File: config.mk
export PLATFORM = sky130hd
export DESIGN_NAME = pattern_seq_ctrl
export DESIGN_NICKNAME = d
export VERILOG_FILES = /design/src/rtl/pattern_pkg.sv /design/src/rtl/pattern_step_timer.sv /design/src/rtl/pattern_seq_ctrl.sv
export SDC_FILE = /design/constraint.sdc
export NUM_CORES = 1
export LEC_CHECK = 0
export CAP_MARGIN = 5
export CORE_ASPECT_RATIO = 0.75
export CORE_MARGIN = 1
export CORE_UTILIZATION = 30
export DETAILED_ROUTE_END_ITERATION = 6
export PLACE_DENSITY = 0.51
export SLEW_MARGIN = 0
export SYNTH_ARGS = -nofsm -noshare
export SYNTH_HDL_FRONTEND = slang
export SYNTH_SLANG_ARGS = --single-unit
File: constraint.sdc
create_clock -name clk -period 2.55 [get_ports clk]
set_input_delay 0.51 -clock clk [delete_from_list [all_inputs] [get_ports clk]]
set_output_delay 0.51 -clock clk [all_outputs]
set_load 0.05 [all_outputs]
File: src/rtl/pattern_pkg.sv
// Shared encodings for the LED pattern playback controller:
// play modes, FSM states and default bus widths.
package pattern_pkg;

  localparam int DEF_ADDR_W = 9;
  localparam int DEF_DATA_W = 5;
  localparam int DEF_DIV_W  = 24;

  localparam logic [1:0] MODE_ONCE     = 2'd0;
  localparam logic [1:0] MODE_LOOP     = 2'd1;
  localparam logic [1:0] MODE_PINGPONG = 2'd2;

  typedef enum logic [1:0] {
    ST_IDLE  = 2'd0,
    ST_FETCH = 2'd1,
    ST_RDATA = 2'd2,
    ST_HOLD  = 2'd3
  } state_t;

endpackage

File: src/rtl/pattern_step_timer.sv
// Loadable down-counter that paces playback steps; zero means the
// current word has been held for its full period.
module pattern_step_timer
  import pattern_pkg::*;
#(
  parameter int DIV_W = DEF_DIV_W
) (
  input  logic             clk,
  input  logic             resetn,
  input  logic             load,
  input  logic [DIV_W-1:0] load_val,
  input  logic             dec,
  output logic             zero
);

  localparam logic [DIV_W-1:0] CNT_ZERO = {DIV_W{1'b0}};
  localparam logic [DIV_W-1:0] CNT_ONE  = {{(DIV_W-1){1'b0}}, 1'b1};

  logic [DIV_W-1:0] count_r;

  // Hold counter: load has priority, decrement saturates at zero
  always_ff @(posedge clk) begin
    if (!resetn) begin
      count_r <= CNT_ZERO;
    end else if (load) begin
      count_r <= load_val;
    end else if (dec && (count_r != CNT_ZERO)) begin
      count_r <= count_r - CNT_ONE;
    end else begin
      count_r <= count_r;
    end
  end

  assign zero = (count_r == CNT_ZERO);

endmodule

File: src/rtl/pattern_seq_ctrl.sv
// Pattern playback controller: steps an address window of the external
// sync-read pattern BRAM and shares its single port with a host writer.
module pattern_seq_ctrl
  import pattern_pkg::*;
#(
  parameter int ADDR_W = DEF_ADDR_W,
  parameter int DATA_W = DEF_DATA_W,
  parameter int DIV_W  = DEF_DIV_W
) (
  input  logic              clk,
  input  logic              resetn,
  input  logic [ADDR_W-1:0] cfg_start,
  input  logic [ADDR_W-1:0] cfg_end,
  input  logic [1:0]        cfg_mode,
  input  logic [DIV_W-1:0]  cfg_div,
  input  logic              cmd_start,
  input  logic              cmd_stop,
  input  logic              wr_valid,
  output logic              wr_ready,
  input  logic [ADDR_W-1:0] wr_addr,
  input  logic [DATA_W-1:0] wr_data,
  output logic [ADDR_W-1:0] mem_addr,
  output logic              mem_we,
  output logic [DATA_W-1:0] mem_wdata,
  input  logic [DATA_W-1:0] mem_rdata,
  output logic [DATA_W-1:0] pattern_out,
  output logic              pattern_valid,
  output logic              busy,
  output logic              done,
  output logic              err
);

  localparam logic [ADDR_W-1:0] ADDR_ONE = {{(ADDR_W-1){1'b0}}, 1'b1};
  localparam logic [DIV_W-1:0]  DIV_ZERO = {DIV_W{1'b0}};
  localparam logic [DIV_W-1:0]  DIV_ONE  = {{(DIV_W-1){1'b0}}, 1'b1};

  state_t            state_r, state_s;
  logic [ADDR_W-1:0] addr_r, addr_s;
  logic [ADDR_W-1:0] start_r, end_r;
  logic [1:0]        mode_r;
  logic [DIV_W-1:0]  div_r;
  logic              dir_r, dir_s;   // 1 = walking down (ping-pong only)
  logic              latch_s, capture_s, done_s, err_s;
  logic              tmr_load_s, tmr_dec_s, tmr_zero_s;
  logic [DIV_W-1:0]  tmr_val_s;
  logic              host_sel_s;

  assign tmr_val_s = (div_r == DIV_ZERO) ? DIV_ZERO : (div_r - DIV_ONE);

  pattern_step_timer #(.DIV_W(DIV_W)) u_step_timer (
    .clk      (clk),
    .resetn   (resetn),
    .load     (tmr_load_s),
    .load_val (tmr_val_s),
    .dec      (tmr_dec_s),
    .zero     (tmr_zero_s)
  );

  // Next-state, next-address and pulse decode; stop overrides everything
  always_comb begin
    state_s    = state_r;
    addr_s     = addr_r;
    dir_s      = dir_r;
    latch_s    = 1'b0;
    capture_s  = 1'b0;
    done_s     = 1'b0;
    err_s      = 1'b0;
    tmr_load_s = 1'b0;
    tmr_dec_s  = 1'b0;
    if (cmd_stop) begin
      state_s = ST_IDLE;
    end else begin
      case (state_r)
        ST_IDLE: begin
          if (cmd_start && (cfg_start > cfg_end)) begin
            err_s = 1'b1;
          end else if (cmd_start) begin
            latch_s = 1'b1;
            addr_s  = cfg_start;
            dir_s   = 1'b0;
            state_s = ST_FETCH;
          end else begin
            state_s = ST_IDLE;
          end
        end
        ST_FETCH: state_s = ST_RDATA;
        ST_RDATA: begin
          capture_s  = 1'b1;
          tmr_load_s = 1'b1;
          state_s    = ST_HOLD;
        end
        ST_HOLD: begin
          if (!tmr_zero_s) begin
            tmr_dec_s = 1'b1;
          end else begin
            state_s = ST_FETCH;
            case (mode_r)
              MODE_ONCE: begin
                if (addr_r == end_r) begin
                  done_s  = 1'b1;
                  state_s = ST_IDLE;
                end else begin
                  addr_s = addr_r + ADDR_ONE;
                end
              end
              MODE_PINGPONG: begin
                // Turn around one short of each endpoint so no word repeats
                if (start_r == end_r) begin
                  addr_s = addr_r;
                end else if (!dir_r && (addr_r == end_r)) begin
                  dir_s  = 1'b1;
                  addr_s = end_r - ADDR_ONE;
                end else if (dir_r && (addr_r == start_r)) begin
                  dir_s  = 1'b0;
                  addr_s = start_r + ADDR_ONE;
                end else if (dir_r) begin
                  addr_s = addr_r - ADDR_ONE;
                end else begin
                  addr_s = addr_r + ADDR_ONE;
                end
              end
              default: begin
                if (addr_r == end_r) begin
                  addr_s = start_r;
                end else begin
                  addr_s = addr_r + ADDR_ONE;
                end
              end
            endcase
          end
        end
        default: state_s = ST_IDLE;
      endcase
    end
  end

  // State, window registers and registered outputs
  always_ff @(posedge clk) begin
    if (!resetn) begin
      state_r       <= ST_IDLE;
      addr_r        <= {ADDR_W{1'b0}};
      dir_r         <= 1'b0;
      start_r       <= {ADDR_W{1'b0}};
      end_r         <= {ADDR_W{1'b0}};
      mode_r        <= MODE_ONCE;
      div_r         <= DIV_ZERO;
      pattern_out   <= {DATA_W{1'b0}};
      pattern_valid <= 1'b0;
      done          <= 1'b0;
      err           <= 1'b0;
    end else begin
      state_r <= state_s;
      addr_r  <= addr_s;
      dir_r   <= dir_s;
      if (latch_s) begin
        start_r <= cfg_start;
        end_r   <= cfg_end;
        mode_r  <= cfg_mode;
        div_r   <= cfg_div;
      end
      if (capture_s) begin
        pattern_out <= mem_rdata;
      end
      pattern_valid <= capture_s;
      done          <= done_s;
      err           <= err_s;
    end
  end

  assign busy       = (state_r != ST_IDLE);
  assign host_sel_s = resetn && (state_r == ST_IDLE);

  // BRAM port mux: host owns the port only while idle and out of reset
  always_comb begin
    wr_ready  = 1'b0;
    mem_we    = 1'b0;
    mem_addr  = addr_r;
    mem_wdata = {DATA_W{1'b0}};
    if (host_sel_s) begin
      wr_ready  = 1'b1;
      mem_we    = wr_valid;
      mem_addr  = wr_addr;
      mem_wdata = wr_data;
    end else begin
      mem_addr  = addr_r;
    end
  end

endmodule

==> results.yml, run 1 <==
setup_path:
  rrSetupSlack_ns: 0.11
  cp_num_buf_inv: 5
  slowest_stage: "clkdlybuf4s50_1"
  end_kind: "flip-flop"
  crit_chain: "clkdlybuf4s50_1 -> inv_1 -> ha_1 -> nand2_1 -> o21ai_1 -> a21oi_4 -> a211oi_2 -> buf_4 -> nor3_4 -> buf_2 -> buf_4 -> o32ai_1"
  critPathKind: "in -> reg"
  path_common_cell: "buf_4"
  slowest_delay_ns: 0.50
  required_ns: 2.80
  crit_path_start_kind: "input pin"
  crit_family: "buffers and inverters"
  crit_fanout: 4
  crit_arrival_ns: 2.74
sta:
  setup_violations: 0
  hold_viol: 0
  finalClockSkew_ns: 0.00775
  worst_pin_slew_ns: 0.660
  min_period_ns: 2.49
  fmax_mhz: 402
  rsz0062_at_grt: "true"
  min_period_over_period_pct: 97.5
  whs_ns: 0.453
  finalMaxSlewViolations: 0
  relSlewSlack_pct: 55.9
  layout_setup_ws_ns: 0.0628
global_routing:
  antenna_found_initial: 0
  grt_pass1_wl_um: 31300
  grt_usage_pct: 19.0
  grt_pass1_vias: 5491
  grt_start_max_net_pins: 32
  overflow: 0
routing:
  drtAntennaViolNets: 0
  drt_iter0_drc: 433
  routed-via-count: 6033
  drtPass1Iterations: 4
  drc_errors: 0
  wl_um: 20100
  wl_per_cell_um: 17.0
  via_per_inst: 5.11
clocking:
  path_clk_slew_ns: 0.06
  cts.sinks: 88
  cts_buffers: 9
  htreeDepth: 3
  clockBufferDepth: 2
  worstSkewPairLatency_ns: 0.35
  tritoncts: "yes"
  clockRootBuffer: "clkbuf_16"
power:
  combPwrFrac_pct: 34.7
  power_frac_seq_pct: 34.9
  p_clk_share_pct: 30.4
  total_power_mw: 4.35
  power_switching_mw: 1.50
  p_int_mw: 2.85
  switching_share_pct: 34.5
  powerDensity_nw_per_um2: 504
  peakVddDrop_v: 0.000284
  p_leak_nw: 3.55
yosys:
  async_reset_ff_share_pct: 0
  yosysTopAreaCell: "dfxtp_1"
  syn_area_um2: 6160
  synth_warnings: 0
  postSynthCellCount: 772
  yosysTopAreaCellShare_pct: 28.6
  synth_most_common_cell: "nor2_1"
  synth_seq_area_share_pct: 28.6
  synthTopCellsByArea: "dfxtp_1 29%, mux2i_1 8.9%, xnor2_1 7.0%"
  synth_edf_count: 0
  syn_nets: 859
  ys_ff_latch: 88
  synthDistinctLibCells: 69
  ys.flop_type: "dfxtp_1"
  syn_avg_cell_area_um2: 7.98
  synth_common_cells: "101 x nor2_1, 88 x dfxtp_1, 57 x nand2_1, 55 x mux2i_1, 49 x xnor2_1"
die:
  dieHeight_um: 126
  die_x_um: 167
  dieArea_um2: 21100
  row_count: 44
  start_util_pct: 31.2
  core_um2: 19700
  ios: 93
placement:
  gp_congestion: 0.872
  postPlaceCellArea_um2: 8000
  dp_hpwl_um: 15000
  portBuffers: 92
  placed_cells: 1148
  place_ws_ns: -0.402
finish:
  design_area_um2: 8620
  insertedDiodeCount: 0
  areaGrowthSynthToFinish_pct: 40.0
  fill_cells: 1987
  drive_above_1_share_pct: 21.7
  fin_nets: 1010
  fin_cells: 1181
job:
  maxCapViolations: 0
run_status:
  outcome: "finished, final reports clean"
worst_hold_path:
  hp-class: "reg -> reg"
==> cells in the final DEF, fill, tap and decap left out, drive strengths merged, types with 5 or more instances in the layout <==
cell type	n
a211oi	5
a21oi	40
a31oi	6
and3	11
buf	121
clkbuf	11
clkdlybuf4s50	72
dfxtp	88
ha	19
inv	40
mux2	6
mux2i	55
nand2	59
nand2b	7
nand3	20
nand3b	5
nand4	9
nor2	101
nor3	27
nor4	14
o211ai	8
o21ai	32
o221ai	6
o22ai	8
or3	5
or4	13
xnor2	49
xor2	34
==> kinds of logic (layout without fill, tap and decap cells) <==
| kind of cell | after synthesis | after routing | synth area share (%) |
|---|---|---|---|
| AOI/OAI and AO/OA | 143 | 143 | 15.5 |
| and+or+nand+nor | 285 | 285 | 23.9 |
| xor gates and xnor gates | 83 | 83 | 11.8 |
| DFF | 88 | 88 | 28.6 |
| muxes | 61 | 61 | 10.0 |
| adders and majority gates | 19 | 19 | 3.86 |
| buffers and inverters | 93 | 249 | 6.20 |
==> timing repair <==
action	CTS	global route
setup buffers	0	13
gates resized for setup	7	38
gates cloned	0	4
pin swaps	3	18
setup endpoints to repair	34	66
hold buffers	0	0
==> power by group through the flow <==
stage	sequential [mW]	combinational, mW	clock [mW]
3_5_place_dp	1.54	1.42	0
2_1_floorplan	1.50	0.897	0
5_1_grt	1.52	1.63	1.44
6_report	1.52	1.51	1.32
4_1_cts	1.51	1.43	1.37
3_3_place_gp	1.55	1.42	0
==> cell type report <==
class / count / area, um2 / share of cell area [%]
clock buffer: 10 / 239 / 2.77
clock inverter: 6 / 47.5 / 0.551
inverter: 36 / 135 / 1.57
multi-input combinational: 591 / 4190 / 48.6
sequential: 88 / 1760 / 20.5
tap: 253 / 317 / 3.67
timing repair buffer: 197 / 1930 / 22.4
==> layer usage <==
layer	up-vias	wire, um	global-route usage [%]
met4	0	138	3.83
met2	188	7590	24.2
met1	2800	10800	30.7
li1	3033	-	-
met3	12	1560	4.62
met5	-	0	0
==> tightest hold or removal path: stages, from the launching register on <==
cell and delay, ns:
dfxtp_1 0.31, nand2_1 0.05, a21oi_1 0.05
==> state kept, by name, summed over array words and instances, names as in the netlist <==
signal,count
start_r,9
state_r,2
err,1
u_step_timer.count_r,24
done,1
pattern_valid,1
mode_r,2
div_r,24
end_r,9
pattern_out,5
addr_r,9
dir_r,1
==> through the flow <==
step | setup TNS [ns] | utilization [%]
final | 0 | 43.7
after global routing | -0.0858 | 43.7
after CTS | -0.115 | 42.1
after detailed placement | -19.89 | 40.6
after global placement | -21.17 | 40.6
after floorplan | -0.120 | -
==> final timing paths <==
check,start,end,cells past startpoint
min,pattern_out[1],pattern_out[1],2
max,cfg_end[1],addr_r[1],12
min reg2reg,pattern_out[1],pattern_out[1],2
max reg2reg,u_step_timer.count_r[1],addr_r[1],10
(Power assumes the default switching activity.)
==> run 2, diff against run 1 <==
--- a/config.mk
+++ b/config.mk
@@ -7,10 +7,9 @@
 export LEC_CHECK = 0
 export CAP_MARGIN = 5
 export CORE_ASPECT_RATIO = 0.75
-export CORE_MARGIN = 1
 export CORE_UTILIZATION = 30
 export DETAILED_ROUTE_END_ITERATION = 6
-export PLACE_DENSITY = 0.51
+export PLACE_DENSITY = 0.49
 export SLEW_MARGIN = 0
 export SYNTH_ARGS = -nofsm -noshare
 export SYNTH_HDL_FRONTEND = slang
==> constraint.sdc (replaced) <==
create_clock -name clk -period 2.7 [get_ports clk]
set_input_delay 0.54 -clock clk [delete_from_list [all_inputs] [get_ports clk]]
set_output_delay 0.54 -clock clk [all_outputs]
set_load 0.05 [all_outputs]
==> run 2 against run 1 <==
Sequential cell count stayed put. Count of clock-buffer cells in the layout stayed put. First-iteration DRC count is 2.5% higher. Combinational power is 8% lower. Sequential share of layout area is 0.64 points higher. Cell count is 2.4% lower. Global-route usage is 0.18 points higher. Largest power group unchanged. Worst hold slack worse by 0.00066 ns. Wire length is 0.24% lower.
==> results.yml, run 2 (same netlist as run 1, synthesis figures left out) <==
worst_hold_path:
  whs_path_depth: 2
  min_to: "pattern_out[1]"
  holdCritStartpoint: "pattern_out[1]"
  hp-class: "reg -> reg"
finish:
  top_regs: "div_r (24), u_step_timer.count_r (24)"
  drive_above_1_share_pct: 17.9
  fin_cells: 1153
  insertedDiodeCount: 0
  design_area_um2: 8360
  fin_nets: 982
  layout_common_cells: "100 x nor2_1, 86 x dfxtp_1, 73 x clkdlybuf4s50_1"
  layout_commonest_cell: "nor2_1"
  areaGrowthSynthToFinish_pct: 35.8
  fill_cells: 2023
clocking:
  clockRootBuffer: "clkbuf_16"
  tritoncts: "yes"
  clockBufferDepth: 2
  cts_buffers: 9
  htreeDepth: 3
  cts.sinks: 88
  worstSkewPairLatency_ns: 0.35
  hold_buffers: 0
  path_clk_slew_ns: 0.07
setup_path:
  slowest_delay_ns: 0.48
  crit_path_start_kind: "input pin"
  reg2reg_from: "u_step_timer.count_r[1]"
  crit_chain: "clkdlybuf4s50_1 -> inv_1 -> ha_1 -> nand3_2 -> nor2_4 -> and4_1 -> buf_4 -> a21oi_1 -> nor3_2 -> buf_6 -> clkbuf_16 -> mux2i_1 -> nor2_1"
  r2r_cells: 10
  crit_fanout: 6
  critPathKind: "in -> reg"
  end_kind: "flip-flop"
  required_ns: 2.93
  crit_family: "buffers and inverters"
  crit_arrival_ns: 2.83
  slowest_stage: "clkdlybuf4s50_1"
  r2r_end: "u_step_timer.count_r[22]"
  rrSetupSlack_ns: 0.11
  cp_num_buf_inv: 5
sta:
  whs_ns: 0.453
  rsz0062_at_grt: "true"
  fmax_mhz: 384
  setup_violations: 0
  min_period_ns: 2.61
  relSlewSlack_pct: 48.4
  finalClockSkew_ns: 0.00693
  hold_viol: 0
  finalMaxSlewViolations: 0
  min_period_over_period_pct: 96.5
  worst_pin_slew_ns: 0.772
routing:
  via_per_inst: 5.20
  drtPass1Iterations: 5
  drt_iter0_drc: 444
  wl_per_cell_um: 17.4
  wl_um: 20100
  drtAntennaViolNets: 0
  routed-via-count: 5991
  drc_errors: 0
power:
  switching_share_pct: 33.9
  p_int_mw: 2.73
  total_power_mw: 4.13
  power_switching_mw: 1.40
  p_clk_share_pct: 31.4
  p_leak_nw: 3.37
  peakVddDrop_v: 0.000373
  powerDensity_nw_per_um2: 494
  combPwrFrac_pct: 33.7
  power_frac_seq_pct: 34.9
placement:
  placed_cells: 1130
  dp_hpwl_um: 15100
  postPlaceCellArea_um2: 7870
  portBuffers: 92
  gp_congestion: 0.899
die:
  dieHeight_um: 126
  dieArea_um2: 21100
  ios: 93
  die_x_um: 167
  start_util_pct: 31.2
  row_count: 44
  core_um2: 19700
global_routing:
  grt_usage_pct: 19.1
  overflow: 0
  grt_pass1_vias: 5438
  grt_start_max_net_pins: 32
  grt_pass1_wl_um: 31500
  antenna_found_initial: 0
run_status:
  outcome: "finished, final reports clean"
job:
  maxCapViolations: 0
run 2: power by group through the flow:
stage               combinational (mW)  clock [mW]  sequential (mW)
global route                      1.51        1.38             1.45
CTS                               1.33        1.33             1.44
detailed placement                1.32           0             1.47
finish                            1.39        1.30             1.44
global placement                  1.33           0             1.47
floorplan                        0.847           0             1.42
run 2: how the worst max path moves through the flow:
stage                              endpoint  cells after the start                     from  slack [ns]
floorplan                       mem_addr[0]                      7               state_r[0]         0.1
CTS                 u_step_timer.count_r[7]                      9  u_step_timer.count_r[1]       -0.01
detailed placement                addr_r[3]                     13               cfg_end[7]       -0.31
global route                       div_r[1]                     13               cfg_end[4]       -0.02
global placement                  addr_r[3]                     13               cfg_end[7]       -0.27
finish                             div_r[2]                     13               cfg_end[4]        0.09
run 2: per-stage QoR:
stage                     setup TNS [ns]  util [%]  setup WS, ns
final                                  0      42.4        0.0935
after global routing             -0.0802      42.4       -0.0241
after CTS                        -0.0136      41.4       -0.0136
after detailed placement          -12.72      39.9        -0.313
after global placement            -11.87      39.9        -0.267
after floorplan                        0         -        0.0960
run 2: area by class of cell:
type	instances	area, um2	share of cell area [%]
multi-input combinational	591	4120	49.3
sequential	88	1760	21.1
timing repair buffer	168	1710	20.5
tap	253	317	3.79
clock buffer	10	229	2.74
inverter	36	139	1.66
clock inverter	6	68.8	0.823
timing repair inverter	1	7.51	0.0898
run 2: per-layer routing:
metal	part of all wire, %	global-route usage (%)	wire length, um	vias to the layer above
met3	8.0	4.65	1600	14
met4	0.77	2.81	155	0
met5	0	0	0	-
li1	-	-	-	2978
met2	38	25.1	7540	237
met1	54	30.8	10800	2762
run 2: worst min-delay path: stages, from the launching register on:
cell and delay, ns:
dfxtp_1 0.31, nand2_1 0.05, a21oi_1 0.05
run 2: what timing repair did:
| action | 4_1_cts | 5_1_grt |
|---|---|---|
| pin swaps | 0 | 11 |
| gates resized for setup | 1 | 31 |
| setup buffers | 0 | 4 |
| gates cloned | 0 | 3 |
| endpoints found under the setup margin | 2 | 64 |
